`config.mk`:
```
export PLATFORM = sky130hd
export DESIGN_NAME = uart_mmio
export DESIGN_NICKNAME = d
export VERILOG_FILES = /design/src/rtl/uart_pkg.sv /design/src/rtl/sync_fifo.sv /design/src/rtl/uart_mmio.sv
export SDC_FILE = /design/constraint.sdc
export NUM_CORES = 1
export LEC_CHECK = 0
export ABC_AREA = 1
export CORE_MARGIN = 10
export CORE_UTILIZATION = 45
export CTS_BUF_LIST = sky130_fd_sc_hd__clkbuf_16
export DETAILED_ROUTE_END_ITERATION = 8
export PLACE_DENSITY = 0.75
export REMOVE_ABC_BUFFERS = 1
export SLEW_MARGIN = 20
export SYNTH_ARGS = -nofsm -noshare
export SYNTH_HDL_FRONTEND = slang
export SYNTH_HIERARCHICAL = 1
export SYNTH_SLANG_ARGS = --single-unit
```
`constraint.sdc`:
```
create_clock -name clk -period 3.4 [get_ports clk]
set_clock_uncertainty 0.2 [all_clocks]
set_input_delay 1.02 -clock clk [delete_from_list [all_inputs] [get_ports clk]]
set_output_delay 1.02 -clock clk [all_outputs]
set_load 0.1 [all_outputs]
```
`src/rtl/uart_pkg.sv`:
```
// rtl/uart_pkg.sv - shared FSM state type and register offsets for the UART MMIO block
package uart_pkg;

   typedef enum logic [1:0] {
      IDLE  = 2'd0,
      START = 2'd1,
      DATA  = 2'd2,
      STOP  = 2'd3
   } uartState_e;

   // Word offsets taken from dataAddr[3:2]; offset 3 is reserved.
   localparam logic [1:0] REG_TXDATA = 2'd0;
   localparam logic [1:0] REG_STATUS = 2'd1;
   localparam logic [1:0] REG_CTRL   = 2'd2;

endpackage

```
`src/rtl/sync_fifo.sv`:
```
// rtl/sync_fifo.sv - single-clock FIFO with same-edge push/pop and occupancy count
module sync_fifo #(
   parameter int WIDTH = 8,
   parameter int DEPTH = 4
) (
   input  logic                     clk,
   input  logic                     reset,
   input  logic                     push,
   input  logic [WIDTH-1:0]         pushData,
   input  logic                     pop,
   output logic [WIDTH-1:0]         popData,
   output logic                     full,
   output logic                     empty,
   output logic [$clog2(DEPTH):0]   count
);

   localparam int AW = $clog2(DEPTH);
   localparam logic [AW:0] FULL_COUNT = (AW + 1)'(DEPTH);

   logic [WIDTH-1:0] mem [DEPTH];
   logic [AW-1:0]    wrPtr;
   logic [AW-1:0]    rdPtr;
   logic             doPush;
   logic             doPop;

   // A pop on the same edge frees a slot, so a full FIFO still accepts that push.
   assign doPop   = pop && !empty;
   assign doPush  = push && (!full || doPop);
   assign full    = (count == FULL_COUNT);
   assign empty   = (count == '0);
   assign popData = mem[rdPtr];

   // Pointer and count bookkeeping; DEPTH is a power of two so pointers wrap naturally.
   always_ff @(posedge clk) begin
      if (reset) begin
         wrPtr <= '0;
         rdPtr <= '0;
         count <= '0;
      end else begin
         if (doPush) wrPtr <= wrPtr + 1'b1;
         if (doPop)  rdPtr <= rdPtr + 1'b1;
         case ({doPush, doPop})
            2'b10:   count <= count + 1'b1;
            2'b01:   count <= count - 1'b1;
            default: count <= count;
         endcase
      end
   end

   // Storage array; contents are don't-care after reset because the pointers are cleared.
   always_ff @(posedge clk) begin
      if (doPush) mem[wrPtr] <= pushData;
   end

endmodule

```
`src/rtl/uart_mmio.sv`:
```
// rtl/uart_mmio.sv - memory-mapped UART transmitter with TX FIFO and status/control registers
module uart_mmio
   import uart_pkg::*;
#(
   parameter int          CLKS_PER_BIT = 16,
   parameter int          FIFO_DEPTH   = 4,
   parameter logic [31:0] BASE_ADDR    = 32'h0001_0000
) (
   input  logic        clk,
   input  logic        reset,
   input  logic [31:0] dataAddr,
   input  logic [31:0] writeData,
   input  logic        we,
   output logic [31:0] readData,
   output logic        sel,
   output logic        tx
);

   localparam int CW = $clog2(FIFO_DEPTH) + 1;
   localparam logic [15:0] BAUD_LOAD = 16'(CLKS_PER_BIT - 1);

   uartState_e     state, stateNext;
   logic [15:0]    baudCnt, baudNext;
   logic [2:0]     bitIdx, bitNext;
   logic [7:0]     shiftReg, shiftNext;
   logic           txNext;
   logic           overflow;
   logic           popReq;
   logic [1:0]     offset;
   logic           pushReq;
   logic           ctrlWr;
   logic           busy;
   logic [7:0]     headData;
   logic           fifoFull;
   logic           fifoEmpty;
   logic [CW-1:0]  fifoCount;
   logic [2:0]     idxPlusOne;
   logic           unusedBits;

   assign sel        = (dataAddr[31:4] == BASE_ADDR[31:4]);
   assign offset     = dataAddr[3:2];
   assign pushReq    = sel && we && (offset == REG_TXDATA);
   assign ctrlWr     = sel && we && (offset == REG_CTRL);
   assign busy       = (state != IDLE);
   assign idxPlusOne = bitIdx + 3'd1;
   assign unusedBits = ^{writeData[31:8], dataAddr[1:0]};

   sync_fifo #(
      .WIDTH (8),
      .DEPTH (FIFO_DEPTH)
   ) txFifo (
      .clk      (clk),
      .reset    (reset),
      .push     (pushReq),
      .pushData (writeData[7:0]),
      .pop      (popReq),
      .popData  (headData),
      .full     (fifoFull),
      .empty    (fifoEmpty),
      .count    (fifoCount)
   );

   // Frame state register; tx is registered so the line never glitches.
   always_ff @(posedge clk) begin
      if (reset) begin
         state    <= IDLE;
         baudCnt  <= '0;
         bitIdx   <= '0;
         shiftReg <= '0;
         tx       <= 1'b1;
      end else begin
         state    <= stateNext;
         baudCnt  <= baudNext;
         bitIdx   <= bitNext;
         shiftReg <= shiftNext;
         tx       <= txNext;
      end
   end

   // Next-state logic; tx is computed for the state being entered so it changes with the state.
   always_comb begin
      stateNext = state;
      baudNext  = baudCnt;
      bitNext   = bitIdx;
      shiftNext = shiftReg;
      txNext    = tx;
      popReq    = 1'b0;
      case (state)
         IDLE: begin
            txNext = 1'b1;
            if (!fifoEmpty) begin
               popReq    = 1'b1;
               shiftNext = headData;
               baudNext  = BAUD_LOAD;
               stateNext = START;
               txNext    = 1'b0;
            end
         end
         START: begin
            if (baudCnt == '0) begin
               stateNext = DATA;
               bitNext   = 3'd0;
               baudNext  = BAUD_LOAD;
               txNext    = shiftReg[0];
            end else begin
               baudNext = baudCnt - 16'd1;
            end
         end
         DATA: begin
            if (baudCnt == '0) begin
               baudNext = BAUD_LOAD;
               if (bitIdx == 3'd7) begin
                  stateNext = STOP;
                  txNext    = 1'b1;
               end else begin
                  bitNext = idxPlusOne;
                  txNext  = shiftReg[idxPlusOne];
               end
            end else begin
               baudNext = baudCnt - 16'd1;
            end
         end
         STOP: begin
            if (baudCnt == '0) begin
               stateNext = IDLE;
               txNext    = 1'b1;
            end else begin
               baudNext = baudCnt - 16'd1;
            end
         end
         default: begin
            stateNext = IDLE;
            txNext    = 1'b1;
         end
      endcase
   end

   // Sticky overflow: set when a push is dropped, cleared by writing 1 to CTRL bit 0.
   always_ff @(posedge clk) begin
      if (reset) begin
         overflow <= 1'b0;
      end else if (ctrlWr && writeData[0]) begin
         overflow <= 1'b0;
      end else if (pushReq && fifoFull && !popReq) begin
         overflow <= 1'b1;
      end
   end

   // Combinational load path so a single-cycle CPU load sees data in the same cycle.
   always_comb begin
      readData = '0;
      if (sel) begin
         case (offset)
            REG_STATUS: readData = {23'd0, 5'(fifoCount), overflow, busy, fifoEmpty, fifoFull};
            default:    readData = '0;
         endcase
      end
   end

endmodule

```
==> results of run 1 <==
## kinds of logic (layout without fill, tap and decap cells)
| logic type | count (synthesis) | in the layout | share of synthesized area [%] |
|---|---|---|---|
| adders and majority gates | 15 | 15 | 4.92 |
| buffers and inverters | 106 | 158 | 13.0 |
| other | 1 | 25 | 0.0944 |
| xor gates and xnor gates | 1 | 1 | 0.221 |
| and+or+nand+nor | 250 | 250 | 27.9 |
| AOI/OAI and AO/OA | 67 | 67 | 9.42 |
| DFF | 72 | 72 | 44.4 |
## worst paths after layout
kind / start / end / slack (ps) / cells after the start
worst max register to register: txFifo/count[0] / txFifo/count[2] / 490 / 18
worst min-delay path: bitIdx[1] / bitIdx[1] / 260 / 2
worst max-delay path: dataAddr[30] / readData[5] / -0.9 / 8
worst min register to register: bitIdx[1] / bitIdx[1] / 260 / 2
## synth_stat cells
cell / instances / area (um^2)
a211oi_1: 3 / 22.5
a22oi_1: 1 / 7.51
nand2_4: 2 / 22.5
clkbuf_1: 4 / 15.0
buf_4: 25 / 188
conb_1: 1 / 3.75
nand3_2: 2 / 20.0
nand3_4: 1 / 17.5
inv_1: 70 / 263
xor2_1: 1 / 8.76
nand3b_1: 3 / 22.5
nand2_1: 92 / 345
inv_4: 1 / 6.26
inv_2: 2 / 7.51
o21ai_2: 3 / 26.3
o21bai_1: 3 / 22.5
ha_1: 14 / 175
o21ai_1: 1 / 5.00
nand4_1: 3 / 18.8
nand3_1: 23 / 115
nor2_8: 1 / 20.0
nand2_2: 1 / 6.26
or2_2: 1 / 6.26
nor2_2: 5 / 31.3
nor2_1: 99 / 372
o21ai_0: 32 / 160
buf_2: 1 / 5.00
a21oi_1: 16 / 80.1
edfxtp_1: 32 / 961
dfxtp_1: 40 / 801
nor3_1: 8 / 40.0
fa_1: 1 / 20.0
o22ai_1: 8 / 50.1
nor2_4: 2 / 22.5
nor3b_1: 5 / 37.5
nor4_1: 2 / 12.5
buf_6: 3 / 33.8
## area by class of cell
cell class | instances | area, um^2 | share of cell area (%)
clock buffers | 9 | 225 | 4.56
well taps | 108 | 135 | 2.73
clock inverters | 7 | 66.3 | 1.34
flip-flops and latches | 72 | 1760 | 35.7
repair buffers | 69 | 632 | 12.8
inverters | 73 | 279 | 5.65
multi-input cells | 358 | 1840 | 37.3
## flip-flops by register name (all words and copies together) (netlist names), named ones only
name,flops
baudCnt,16
bitIdx,3
overflow,1
shiftReg,8
state,2
tx,1
txFifo/count,3
txFifo/mem,32
txFifo/rdPtr,2
txFifo/wrPtr,2
## layout by cell type, fill, tap and decap left out, types with 14 or more instances in the layout
| cell type | instances |
|---|---|
| nor2_1 | 96 |
| nand2_1 | 91 |
| inv_1 | 69 |
| dfxtp_1 | 40 |
| o21ai_0 | 32 |
| edfxtp_1 | 32 |
| conb_1 | 25 |
| nand3_1 | 23 |
| buf_4 | 21 |
| a21oi_1 | 16 |
| buf_2 | 15 |
| ha_1 | 14 |
## worst max-delay path, delay by kind of cell
kind | cells | cell delay (ps)
buf+inv | 4 | 550
simple gates | 4 | 610
## per-stage QoR
stage	area, um^2	utilization [%]	setup TNS, ps
2_1_floorplan	3820	-	-71130
3_3_place_gp	4670	54.0	-5770
3_5_place_dp	4670	54.0	-6710
4_1_cts	4910	56.9	-100
5_1_grt	4940	57.2	-406
6_report	4940	57.2	-0.869
## repair_timing
| action | CTS | global route |
|---|---|---|
| cloned | 0 | 0 |
| pin swaps | 27 | 16 |
| setup buffers | 1 | 0 |
| gates resized for setup | 91 | 14 |
| setup endpoints to repair | 8 | 7 |
## metal layers
layer	part of all wire, %	up-vias	routed length, um
li1	-	1734	-
met1	39	1532	3510
met2	54	65	4840
met3	5.8	13	519
met4	1.1	0	101
met5	0	-	0
## where the power goes
group / leakage [nW] / internal (mW) / switching [mW] / total (mW)
Sequential: 0.612 / 1.02 / 0.109 / 1.13
Combinational: 1.36 / 0.515 / 1.09 / 1.61
Clock: 0.145 / 0.516 / 0.403 / 0.919
Total: 2.12 / 2.05 / 1.60 / 3.65
==> results by group, run 1 <==
Clocking
  • Clock slew at reported path FFs: 60 ps
  • Clock tree from TritonCTS: built
  • Maximum clock path buffer count: 2
  • CTS sink count: between 70 and 80
  • Root buffer cell: clkbuf_16
  • Inserted Clock Buffers: 9
  • Worst skew pair latency: 330 ps
  • H-Tree Depth: 3
  • CTS Hold Bufs: 0

Die
  • I/O pins: between 100 and 150
  • Initial core utilization: between 40% and 50%
  • Die area: 13000 um^2
  • Cell Rows: 34
  • Chip width: 114 um
  • Placeable Area: between 8000 and 9000 um^2
  • Die H: 114 um

Critical path
  • Crit start category: primary input
  • Required @ worst endpoint: 2180 ps
  • Worst path cell trace: clkdlybuf4s15_1 -> nor3b_2 -> nand2_1 -> nor2_4 -> inv_4 -> nor3b_2 -> buf_4 -> buf_12
  • Worst setup EP type: output port
  • Top cell by count, worst path: nor3b_2
  • Slowest library cell on the worst path: clkdlybuf4s15_1
  • Crit path kind: in -> out
  • CP max stage delay: approximately 180 ps
  • Crit path max fanout: 8
  • Arrival @ worst endpoint: 2180 ps

Global routing
  • Global Route Usage Sum: 14.0%
  • Gr busiest metal: met2
  • Largest net degree at the start of global routing: 18
  • Congestion Overflow GR: 0
  • Initial antenna violation count: 0
  • Grt met3 use: 4.72%
  • Number of global-route vias before repair: 3435
  • GR Layer Usage met1: 14.0%
  • Met2 usage: 26.8%
  • First-pass GRT wire length: 15.2 mm

Logic synthesis
  • Syn Std Cell Area: 3970 um^2
  • Mapped Avg Cell Area: 7.76 um^2
  • Synth warnings: 6
  • #FFs+latches synth: between 70 and 80
  • Gate Count Post-Synth: 512
  • Seq/Total Area, Yosys: 44.4%
  • Count of cell types in the netlist: 37

Run
  • Max Cap Viol: 0

Timing
  • Max Fclk: between 0.2 and 0.3 GHz
  • Hold Vio Cnt, Final: 0
  • Fin crit share: 100%
  • Slew Limit Headroom: 60.6%
  • Final Worst Setup Slack: -0.869 ps
  • Setup violators final: 1
  • RSZ-0062 raised after global routing: true
  • Min Tclk post-route: 3400 ps
  • Hold Slack: between 200 and 300 ps
  • Fin. max-slew vios: 0
  • Worst Tran Pin Value: 590 ps

Layout
  • # fillers: 775
  • N_diodes: 0
  • P&R area growth vs syn: 24.4%
  • Post-Layout Cell Count: 696
  • Layout Nets: ~670
  • Layout cell share with drive strength beyond 1: 17.5%

Pwr
  • Peak supply drop: 0.366 mV
  • Overall Power: ~3.6 mW
  • Leakage power: between 2 and 2.5 nW
  • Pwr Density: between 700 and 800 nW/um^2

Place
  • Port bufs: 49
  • Placement Setup Slack: -466 ps
  • GP Congestion: 0.796
  • Placed cells: ~680
  • Hpwl dp: 6.90 mm

Routing
  • Final ANT Viol Nets: 0
  • Routed len/inst: ~13 um
  • Final wirelength: 8.97 mm
  • Via/cell ratio: 4.80
  • Drt pass-1 iters: 4
  • Residual DRC count: 0
  • DR iter-0 viols: 160
  • Via count: 3344

Outcome
  • Violated checks: setup timing
  • Status: finished with violations

Worst hold path
  • Hold WC Path Type: reg -> reg
Note: power is estimated with default switching activity, not from simulation.
==> run 2, diff against run 1 <==
- CORE_MARGIN: 10 -> not set
- CORE_UTILIZATION: 45 -> 44
- PLACE_DENSITY: 0.75 -> 0.74
==> run 2 against run 1 <==
Clock-buffer cell count stayed put. Worst hold slack worse by 8.2 ps. Register-to-register slack worse by 100 ps. Critical path depth stayed put. Clock power up 2%. First-iteration DRC count down 18%. Largest power group unchanged. The flow still finishes with violations (setup timing).
==> results by group, run 2 (synthesized netlist as in run 1, its figures left out) <==
Layout
  • N_diodes: 0
  • Largest register by flop count: txFifo/mem
  • Largest regs: txFifo/mem x32, baudCnt x16, shiftReg x8
  • Highest-count cells in the layout ignoring fill and taps: 93 x nor2_1, 91 x nand2_1, 68 x inv_1
  • # fillers: just under 800
  • Final core utilization: a little under three fifths
  • Layout cell share with drive strength beyond 1: 18.6%
  • Max reg flops: 32
  • P&R area growth vs syn: 24.4%
  • Layout Nets: between 600 and 700
  • Commonest non-fill, non-tap cell in the layout: nor2_1
  • Post-Layout Cell Count: 699
  • Final instance area: 4940 um^2
  • Area of the multi-input gates: between 1500 and 2000 um^2
  • Reg area: 1760 um^2

Critical path
  • Worst r2r dst: txFifo/count[2]
  • Crit path kind: in -> out
  • Crit path max fanout: 8
  • Top cell by count, worst path: nor3b_2
  • Required @ worst endpoint: about 2200 ps
  • Crit start category: primary input
  • Slowest library cell on the worst path: clkdlybuf4s15_1
  • FF-to-FF path depth: 18
  • CP max stage delay: around 170 ps
  • Worst path cell trace: clkdlybuf4s15_1 -> nor3b_2 -> nand2_1 -> nor2_4 -> inv_4 -> nor3b_2 -> buf_4 -> buf_12
  • Worst flop-to-flop path startpoint: txFifo/count[0]
  • Crit. Startpoint: dataAddr[30]
  • R2R setup slack: 390 ps
  • Worst setup EP type: output port
  • Arrival @ worst endpoint: 2180 ps

Pwr
  • Leakage power: ~2.1 nW
  • Int Pwr: 2.05 mW
  • Clk pwr share: 25.6%
  • Switch share: between 40 and 50%
  • Sequential share of power: a little under a third
  • Combinational share of power: 43.6%
  • Peak supply drop: 0.385 mV
  • Switching Power: about 1.6 mW
  • Pwr Density: ~740 nW/um^2
  • Overall Power: 3.65 mW

Clocking
  • Inserted Clock Buffers: 9
  • Root buffer cell: clkbuf_16
  • Maximum clock path buffer count: 2
  • CTS sink count: 72
  • H-Tree Depth: 3
  • Clock slew at reported path FFs: around 60 ps
  • Worst skew pair latency: 340 ps
  • Clock tree from TritonCTS: built

Place
  • Port bufs: 49
  • Placement Setup Slack: -428 ps
  • GP Congestion: a little under 0.8
  • Hpwl dp: 6.04 mm
  • Placed cells: 680
  • Cell Area, Placed: 4670 um^2

Outcome
  • Violated checks: setup timing
  • Status: finished with violations

Routing
  • Via count: 3412
  • Residual DRC count: 0
  • Final ANT Viol Nets: 0
  • Drt pass-1 iters: 4
  • Routed len/inst: 12.1 um
  • Via/cell ratio: 4.88
  • DR iter-0 viols: approximately 130
  • Final wirelength: 8.43 mm

Worst hold path
  • Hold WC Path Type: reg -> reg
  • Hold path cells: 2
  • Worst hold path startpoint: shiftReg[2]
  • Hold path endpoint: shiftReg[2]

Global routing
  • Congestion Overflow GR: 0
  • Largest net degree at the start of global routing: 18
  • Global Route Usage Sum: 19.2%
  • Number of global-route vias before repair: approximately 3400
  • Initial antenna violation count: 0
  • First-pass GRT wire length: 14.7 mm

Die
  • Die H: 97.0 um
  • Chip width: 97.0 um
  • Cell Rows: 34
  • Initial core utilization: 45.5%
  • Die area: 9410 um^2
  • Placeable Area: 8720 um^2
  • I/O pins: around 100

Timing
  • Final Worst Setup Slack: -1.19 ps
  • Max Fclk: 0.294 GHz
  • Hold Vio Cnt, Final: 0
  • Final TNS setup: -1.19 ps
  • Fin crit share: 100%
  • RSZ-0062 raised after global routing: true
  • Min Tclk post-route: 3400 ps
  • Hold Slack: 254 ps
  • Worst Tran Pin Value: 603 ps
  • Slew Limit Headroom: between 50 and 60%
  • Fin. max-slew vios: 0
  • Setup violators final: 1

Run
  • Max Cap Viol: 0
-- run 2: cell types whose count changed in the layout (fill, tap and decap cells not counted), sizes merged --
cell / previous run / this run
clkdlybuf4s15: 2 / 3
clkbuf: 13 / 9
buf: 51 / 57
-- run 2: area by class of cell --
class                   count  area share, %
flip-flops and latches     72           35.6
repair buffers             72           12.7
well taps                 108           2.73
inverters                  73           5.65
clock buffers               9           4.56
multi-input cells         358           37.3
clock inverters             7           1.39
-- run 2: critical path: cells and delay by family --
kind	cells	cell delay, ps
simple gates	4	600
buf+inv	4	550
-- run 2: worst max-delay path by stage --
stage                   to  cells past startpoint  slack [ps]
2_1_floorplan  readData[4]                      6       -3180
3_3_place_gp   readData[6]                      9        -400
3_5_place_dp   readData[5]                      9        -430
4_1_cts        readData[5]                     10          -2
5_1_grt        readData[5]                     10        -110
6_report       readData[5]                      8          -1
-- run 2: what timing repair did --
| action | in CTS | in global routing |
|---|---|---|
| setup endpoints to repair | 8 | 8 |
| gates resized for setup | 92 | 10 |
| pin swaps | 26 | 2 |
| hold buffers | 0 | 0 |
| setup buffers | 3 | 0 |
-- run 2: power by group through the flow --
stage          clock, mW  combinational (mW)  sequential [mW]
6_report           0.933                1.59             1.12
2_1_floorplan          0                1.27             1.14
5_1_grt            0.984                1.82             1.14
3_3_place_gp           0                1.54             1.14
3_5_place_dp           0                1.59             1.14
4_1_cts            0.950                1.59             1.12
-- run 2: metal layers --
layer / GRT usage [%] / wire length (um) / share of wire [%] / vias to the layer above
li1: - / - / - / 1738
met1: 20.7 / 3390 / 40 / 1575
met2: 35.6 / 4550 / 54 / 81
met3: 4.26 / 313 / 3.7 / 18
met4: 8.73 / 171 / 2.0 / 0
met5: 0 / 0 / 0 / -
==> run 3, diff against run 2 <==
- CAP_MARGIN: not set -> 20
==> results of run 3 <==
The final DEF is identical to that of run 2; final timing and power are the same.
